### src/rtl/fifo_xform_pkg.sv
// Shared encodings for the FIFO-to-FIFO stream transformer: word transform modes and FSM states.
// No logic; imported by fifo_xform and fifo_xform_alu.
// Backpressure behaviour is defined by the users of these types.
package fifo_xform_pkg;

    localparam logic [1:0] MODE_PASS  = 2'b00;
    localparam logic [1:0] MODE_INV   = 2'b01;
    localparam logic [1:0] MODE_BSWAP = 2'b10;
    localparam logic [1:0] MODE_BREV  = 2'b11;

    typedef enum logic [2:0] {
        ST_IDLE = 3'd0,
        ST_REQ  = 3'd1,
        ST_CAP  = 3'd2,
        ST_PUSH = 3'd3,
        ST_FIN  = 3'd4
    } state_t;

endpackage

### src/rtl/fifo_xform_alu.sv
// Per-word transform: pass / invert / byte-swap / bit-reverse, then XOR with a mask.
// Purely combinational, zero latency.
// No flow control; the caller decides when the result is registered.
module fifo_xform_alu
    import fifo_xform_pkg::*;
#(
    parameter int DW = 16
) (
    input  logic [DW-1:0] di,
    input  logic [1:0]    mode,
    input  logic [DW-1:0] mask,
    output logic [DW-1:0] result
);

    logic [DW-1:0] xf_dat;

    always_comb begin
        xf_dat = di;
        case (mode)
            MODE_INV: xf_dat = ~di;
            MODE_BSWAP: begin
                for (int b = 0; b < DW / 8; b++) begin
                    xf_dat[b*8 +: 8] = di[(DW/8-1-b)*8 +: 8];
                end
            end
            MODE_BREV: begin
                for (int i = 0; i < DW; i++) begin
                    xf_dat[i] = di[DW-1-i];
                end
            end
            default: xf_dat = di;
        endcase
    end

    assign result = xf_dat ^ mask;

endmodule

### src/rtl/fifo_xform.sv
// On CS, moves LEN words from a source FIFO to a sink FIFO through a selectable transform (XFORM_MASK_EN adds MASK).
// 1 cycle CS->first RD; 3 cycles per word when unstalled; DONE pulses one cycle after the last WR.
// Empty holds the read request; Full holds DO and withholds WR.
module fifo_xform
    import fifo_xform_pkg::*;
#(
    parameter int DW    = 16,
    parameter int CNT_W = 8
) (
    input  logic             CLK,
    input  logic             RSTN,
    input  logic             CS,
    input  logic [CNT_W-1:0] LEN,
    input  logic [1:0]       MODE,
`ifdef XFORM_MASK_EN
    input  logic [DW-1:0]    MASK,
`endif
    input  logic             Empty,
    output logic             RD,
    input  logic [DW-1:0]    DI,
    input  logic             Full,
    output logic             WR,
    output logic [DW-1:0]    DO,
    output logic             BUSY,
    output logic             DONE,
    output logic [CNT_W-1:0] COUNT
);

    state_t           state_q;
    state_t           state_d;
    logic [CNT_W-1:0] len_q;
    logic [CNT_W-1:0] count_q;
    logic [1:0]       mode_q;
    logic [DW-1:0]    mask_q;
    logic [DW-1:0]    do_q;
    logic [DW-1:0]    xf_dat;
    logic             start;
    logic             last_word;

    assign start     = (state_q == ST_IDLE) && CS;
    assign last_word = (count_q + CNT_W'(1)) == len_q;

    always_ff @(posedge CLK) begin
        if (!RSTN) begin
            state_q <= ST_IDLE;
        end else begin
            state_q <= state_d;
        end
    end

    always_comb begin
        state_d = state_q;
        case (state_q)
            ST_IDLE: if (CS) state_d = (LEN == '0) ? ST_FIN : ST_REQ;
            ST_REQ:  if (!Empty) state_d = ST_CAP;
            ST_CAP:  state_d = ST_PUSH;
            ST_PUSH: if (!Full) state_d = last_word ? ST_FIN : ST_REQ;
            ST_FIN:  state_d = ST_IDLE;
            default: state_d = ST_IDLE;
        endcase
    end

    // Strobes are gated by RSTN so a reset mid-burst silences both FIFOs immediately.
    always_comb begin
        RD   = RSTN && (state_q == ST_REQ) && !Empty;
        WR   = RSTN && (state_q == ST_PUSH) && !Full;
        DONE = RSTN && (state_q == ST_FIN);
        BUSY = (state_q != ST_IDLE);
    end

    always_ff @(posedge CLK) begin
        if (!RSTN) begin
            len_q   <= '0;
            mode_q  <= MODE_PASS;
            count_q <= '0;
            do_q    <= '0;
        end else begin
            if (start) begin
                len_q   <= LEN;
                mode_q  <= MODE;
                count_q <= '0;
            end
            if (state_q == ST_CAP) do_q <= xf_dat;
            if (WR) count_q <= count_q + CNT_W'(1);
        end
    end

`ifdef XFORM_MASK_EN
    always_ff @(posedge CLK) begin
        if (!RSTN) begin
            mask_q <= '0;
        end else if (start) begin
            mask_q <= MASK;
        end
    end
`else
    assign mask_q = '0;
`endif

    fifo_xform_alu #(.DW(DW)) u_alu (
        .di     (DI),
        .mode   (mode_q),
        .mask   (mask_q),
        .result (xf_dat)
    );

    assign DO    = do_q;
    assign COUNT = count_q;

endmodule
### config.mk
export PLATFORM = sky130hd
export DESIGN_NAME = fifo_xform
export DESIGN_NICKNAME = d
export VERILOG_FILES = /design/src/rtl/fifo_xform_pkg.sv /design/src/rtl/fifo_xform_alu.sv /design/src/rtl/fifo_xform.sv
export SDC_FILE = /design/constraint.sdc
export NUM_CORES = 1
export LEC_CHECK = 0
export ABC_AREA = 1
export CAP_MARGIN = 20
export CORE_ASPECT_RATIO = 0.7
export CORE_MARGIN = 2
export CORE_UTILIZATION = 45
export CTS_CLUSTER_SIZE = 10
export DETAILED_ROUTE_END_ITERATION = 16
export PLACE_DENSITY = 0.74
export SLEW_MARGIN = 20
export SYNTH_ARGS = -nofsm -noshare
export SYNTH_HDL_FRONTEND = slang
export SYNTH_HIERARCHICAL = 1
export SYNTH_SLANG_ARGS = --single-unit
### constraint.sdc
create_clock -name CLK -period 2.6 [get_ports CLK]
set_input_delay 0.52 -clock CLK [delete_from_list [all_inputs] [get_ports CLK]]
set_output_delay 0.52 -clock CLK [all_outputs]
set_load 0.005 [all_outputs]
## Word level (Yosys, flattened, before mapping)

Index checks and enable logic that the tools add are counted.

| storage, ports and cells | value |
|---|---|
| flip-flop bits (word level) | 37 |
| input bits | 31 |
| output and inout bits | 28 |
| word-level logic and storage cells | 40 |

| operators by class | value |
|---|---|
| add/subtract/negate cells | 1 |
| equality and inequality tests | 11 |
| muxes and demuxes | 9 |
| bitwise logic cells | 1 |
| reduce and logical (&&, ||, !) cells | 13 |

Operator list:

| operator | count |
|---|---|
| case mux 16 bit (3 select lines) | 1 |
| two-way mux 8 bit | 2 |
| inverter 16 bit | 1 |
| two-way mux 3 bit | 5 |
| case mux 3 bit (4 select lines) | 1 |
| adder 8 x 1 -> 8 bit, second input constant | 1 |
| == test 8 bit | 1 |
| zero test 8 bit | 1 |
| == test 3 x 2 -> 1 bit, second input constant | 2 |
| logical AND 1 bit | 6 |
| inequality test 2 bit, second input constant | 3 |
| == test 2 bit, second input constant | 2 |
| == test 3 x 1 -> 1 bit, second input constant | 1 |
| == test 3 bit, second input constant | 1 |
| zero test 3 bit | 1 |
| AND reduction 3 bit | 1 |
| nonzero test 3 bit | 1 |
| == test 2 x 1 -> 1 bit, second input constant | 1 |
| zero test 1 bit | 2 |
| nonzero test 2 bit | 1 |

## Depth between registers and ports, before layout

| depth | value |
|---|---|
| depth in word-level cells | 5 |
| mapped depth | 14 |
| gate-level depth less buffers | 14 |

## Hierarchy

Netlist, hierarchy kept.

By module, submodules not included:

| module | times used | cells an instance | area each (sq um) | sequential area each (sq um) |
|---|---|---|---|---|
| fifo_xform | 1 | 251 | 1,731.7 | 740.7 |
| fifo_xform_alu | 1 | 223 | 1,098.6 | 0.0 |

## Worst setup path after synthesis

OpenSTA, ideal clock, no wires.

| timing | value |
|---|---|
| path kind | register to register |
| start | register count_q[1] (netlist: COUNT[1]) |
| end | register state_q[0] |
| library setup time | 0.132 ns |
| arrival | 1.431 ns |
| data required time | 2.468 ns |
| slack | 1.037 ns |
| stages on the path, launching flop included | 13 |
| buffers on the path | 0 |
| clock period less this slack | 1.563 ns |
| path through | dfxtp_1 -> ha_1 -> nand2_1 -> nor2_1 -> nand3_1 -> nand3_1 -> nand3_1 -> nor2_1 -> nand2_1 -> nand2_1 -> nand2_1 -> nand2_1 -> a21oi_1 |

| between the ends | value |
|---|---|
| cells in the longest elaborated chain, start to end | 5 |

Ends and longest elaborated chain:

| what | RTL line | source |
|---|---|---|
| start: declaration | fifo_xform.sv:32 | `logic [CNT_W-1:0] count_q;` |
| start signal: assignment | fifo_xform.sv:84 | `if (WR) count_q <= count_q + CNT_W'(1);` |
| adder 8 x 1 -> 8 bit | fifo_xform.sv:41 | `assign last_word = (count_q + CNT_W'(1)) == len_q;` |
| == test 8 bit | fifo_xform.sv:41 |  |
| two-way mux 3 bit (2 in series) | fifo_xform.sv:57 | `ST_PUSH: if (!Full) state_d = last_word ? ST_FIN : ST_REQ;` |
| case mux 3 bit (4 select lines) | fifo_xform.sv:53 | `case (state_q)` |
| end signal: assignment | fifo_xform.sv:47 | `state_q <= state_d;` |
| end: declaration | fifo_xform.sv:29 | `state_t state_q;` |

Every way passes these cells. The select of a mux whose other input is x is not followed.
A chain may end at the register's enable or synchronous reset.

## Final worst setup path

| timing | value |
|---|---|
| start | input port RSTN |
| end | output port DONE |

| between the ends | value |
|---|---|
| cells in the longest elaborated chain, start to end | 1 |

Ends and longest elaborated chain:

| what | RTL line | source |
|---|---|---|
| start: declaration | fifo_xform.sv:11 | `input logic RSTN,` |
| logical AND 1 bit | fifo_xform.sv:67 | `DONE = RSTN && (state_q == ST_FIN);` |
| end: declaration | fifo_xform.sv:25 | `output logic DONE,` |

Every way passes these cells.

==> results by group <==
Run status
  – Outcome: complete, no violations

Floorplan
  – Die H: around 70 um
  – Starting Density: between 40% and 50%
  – Num rows: 24
  – Die W: about 99 um
  – Die area: 6950 sq um
  – Number of top-level pins: between 50 and 60
  – Core ar.: just over 6000 sq um

Placement
  – Cell Area, Placed: 3550 sq um
  – Port bufs: 58
  – Final Wtd Congestion: 0.938
  – Post-DP HPWL: about 6000 um
  – Placed Cells: roughly 630

STA
  – Fin. max-slew vios: 0
  – RSZ-0062 raised after global routing: no
  – Fin crit share: between 90% and 100%
  – Endpoints failing hold: 0
  – Finish-stage setup viols: 0
  – Clock Skews: 0.00994 ns
  – Worst rel slew slack: approximately 55%
  – Worst-margin pin slew: 0.674 ns
  – Setup TNS Final: 0 ns
  – Final worst path period need: about 2.4 ns
  – Fmax: 416 MHz

Yosys
  – Most used DFF post-synth: dfxtp_1
  – Seq cells post-synth: 37
  – Synthesized area: about 2800 sq um
  – Ys async rst share: 0%
  – Register area share after synthesis: between 20% and 30%
  – Synth warn: 6
  – Syn Area/Cell: about 6 sq um
  – EDFF count, synth: 0
  – Netlist cell types: 35
  – Post-Syn Instances: around 470

Power
  – Gate power share: ~46%
  – Internal power: around 1.4 mW
  – P_leak: roughly 1.6 nW
  – Worst VDD drop: about 380 uV
  – P_sw: roughly 0.96 mW
  – Seq pwr share: 31.4%
  – PD cells: around 640 nW/um^2
  – Clock share of power: about 23%
  – Sw frac: approximately two fifths

Global routing
  – Largest net degree at the start of global routing: 32
  – First-pass GRT wire length: approximately 13000 um
  – Number of global-route vias before repair: about 2800
  – Total GRT Usage: 23.2%
  – Global route overflow: 0
  – Initial antenna violation count: 0

Worst setup path
  – Worst R2R Start: COUNT[1]$_SDFFE_PN0P_
  – Crit path max fanout: 5
  – Worst reg2reg setup slack: around 0.7 ns
  – CP endpoint kind: primary output
  – CP dominant cell by count: clkdlybuf4s50_1
  – Critical path cell sequence: clkdlybuf4s50_1, inv_1, nor4_1, clkdlybuf4s50_1
  – CP Class: in2out
  – Crit path launch type: input pin
  – Worst reg2reg endpoint: state_q[0]$_SDFFE_PN0P_
  – WP data arrival: 1.88 ns
  – WP data required: ~2.1 ns
  – Slowest CP cell: clkdlybuf4s50_1
  – Largest stage delay, worst path: roughly 0.54 ns
  – Reg2reg path depth: 12

CTS
  – CTS tree: yes
  – Root buf cell: clkbuf_8
  – Worst-Skew Late Latency: roughly 0.29 ns
  – CTS resizes: 0
  – Clk sinks: 37
  – Htree depth: 2
  – CTS Hold Buffers Added: 0
  – Reg clk slew, reported paths: ~0.070 ns
  – CTS buffer count: 5
  – Post-CTS Repair Setup Buffers: 0
  – Clock buffer depth: 2

Hold path
  – Cells on Worst Hold Path: 2
  – Hold EP: DO[8]$_SDFFE_PN0N_
  – Hold Startpoint: DO[8]$_SDFFE_PN0N_
  – HP Class: reg2reg

Detailed routing
  – 1st-iter DRT viols: 195
  – Vias: about 3200
  – TritonRoute pass-1 iters: 5
  – WL/cell: 12.5 um
  – Post-DR vias/cell: 5.07
  – Drt drc: 0
  – Final WL: between 7000 and 8000 um
  – Routed Antenna Nets: 0

Finish
  – ANT cells: 0
  – Layout cells sized above 1: between 7 and 8%
  – Layout Cells excl Fill: around 640
  – Area delta synth->final: 29.5%
  – Layout net count: slightly below 600
  – Most common cell after layout, fill and taps aside: nand2_1
  – Most frequent cells in the layout: nand2_1 (140), nand3_1 (81), clkdlybuf4s50_1 (58)
  – Final Core Density: 59.6%
  – Cell area after layout: between 3000 and 4000 sq um

Run
  – Max-Cap Viols: 0
-- worst max-delay path, delay by kind of cell --
kind | cells | cell delay, ns
and+or+nand+nor | 1 | 0.20
buffers and inverters | 3 | 1.16
-- area by class of cell --
class	count	area (sq um)
clock buffer	7	86.3
clock inverter	1	30.0
fill	588	2490
inverter	58	225
multi-input combinational	391	1840
sequential	37	741
tap	78	97.6
timing repair buffer	67	648
-- power groups by stage --
stage / clock network [mW] / registers [mW] / logic [mW]
after detailed placement: 0 / 0.751 / 1.08
after global placement: 0 / 0.748 / 1.06
after CTS: 0.535 / 0.739 / 1.08
after floorplan: 0 / 0.730 / 0.766
after global routing: 0.561 / 0.755 / 1.22
final: 0.528 / 0.738 / 1.09
-- sequential cells by signal, summed over array words and instances, names as in the netlist --
| name | flops |
|---|---|
| COUNT | 8 |
| len_q | 8 |
| state_q | 3 |
| mode_q | 2 |
| DO | 16 |
-- worst max path at each step --
stage | from | end | slack (ns) | cells past startpoint
6_report | RSTN | DONE | 0.20 | 4
5_1_grt | state_q[0]$_SDFFE_PN0P_ | RD | 0.02 | 5
4_1_cts | RSTN | DONE | 0.19 | 4
3_5_place_dp | RSTN | DONE | 0.20 | 4
3_3_place_gp | RSTN | RD | 0.22 | 4
2_1_floorplan | COUNT[1]$_SDFFE_PN0P_ | state_q[0]$_SDFFE_PN0P_ | 1.04 | 12
-- cell usage after synthesis, drive strengths merged (3+ instances only) --
master | number | area [sq um]
nor4 | 3 | 18.8
clkbuf | 7 | 26.3
inv | 58 | 225
nor3 | 3 | 26.3
a21oi | 36 | 180
nand2 | 152 | 606
nand4 | 17 | 106
nor2 | 44 | 205
nand3 | 85 | 445
o21ai | 8 | 40.0
buf | 12 | 116
dfxtp | 37 | 741
-- per-stage QoR --
stage	hold slack (ns)	setup WS, ns	total power [mW]
after floorplan	0.444	1.04	1.50
after global placement	0.450	0.215	1.80
after detailed placement	0.456	0.198	1.83
after CTS	0.469	0.194	2.35
after global routing	0.489	0.0205	2.53
final	0.467	0.196	2.35
-- logic make-up (layout without fill, tap and decap cells) --
group / Yosys count / count (layout) / synth area share, %
and+or+nand+nor: 307 / 307 / 50.5
adders and majority gates: 1 / 1 / 0.442
buffers and inverters: 77 / 133 / 13.0
other: 1 / 32 / 0.132
AOI/OAI and AO/OA: 49 / 49 / 9.15
DFF: 37 / 37 / 26.2
xor gates and xnor gates: 2 / 2 / 0.619
-- metal layers --
layer | routed length [um] | vias up | global-route usage, % | share of wire, %
li1 | - | 1682 | - | -
met1 | 3850 | 1444 | 33.6 | 48
met2 | 3540 | 109 | 36.2 | 44
met3 | 569 | 2 | 4.70 | 7.1
met4 | 24 | 0 | 3.50 | 0.30
met5 | 0 | - | 0 | 0
No activity file was read; power rests on OpenSTA's default activity.
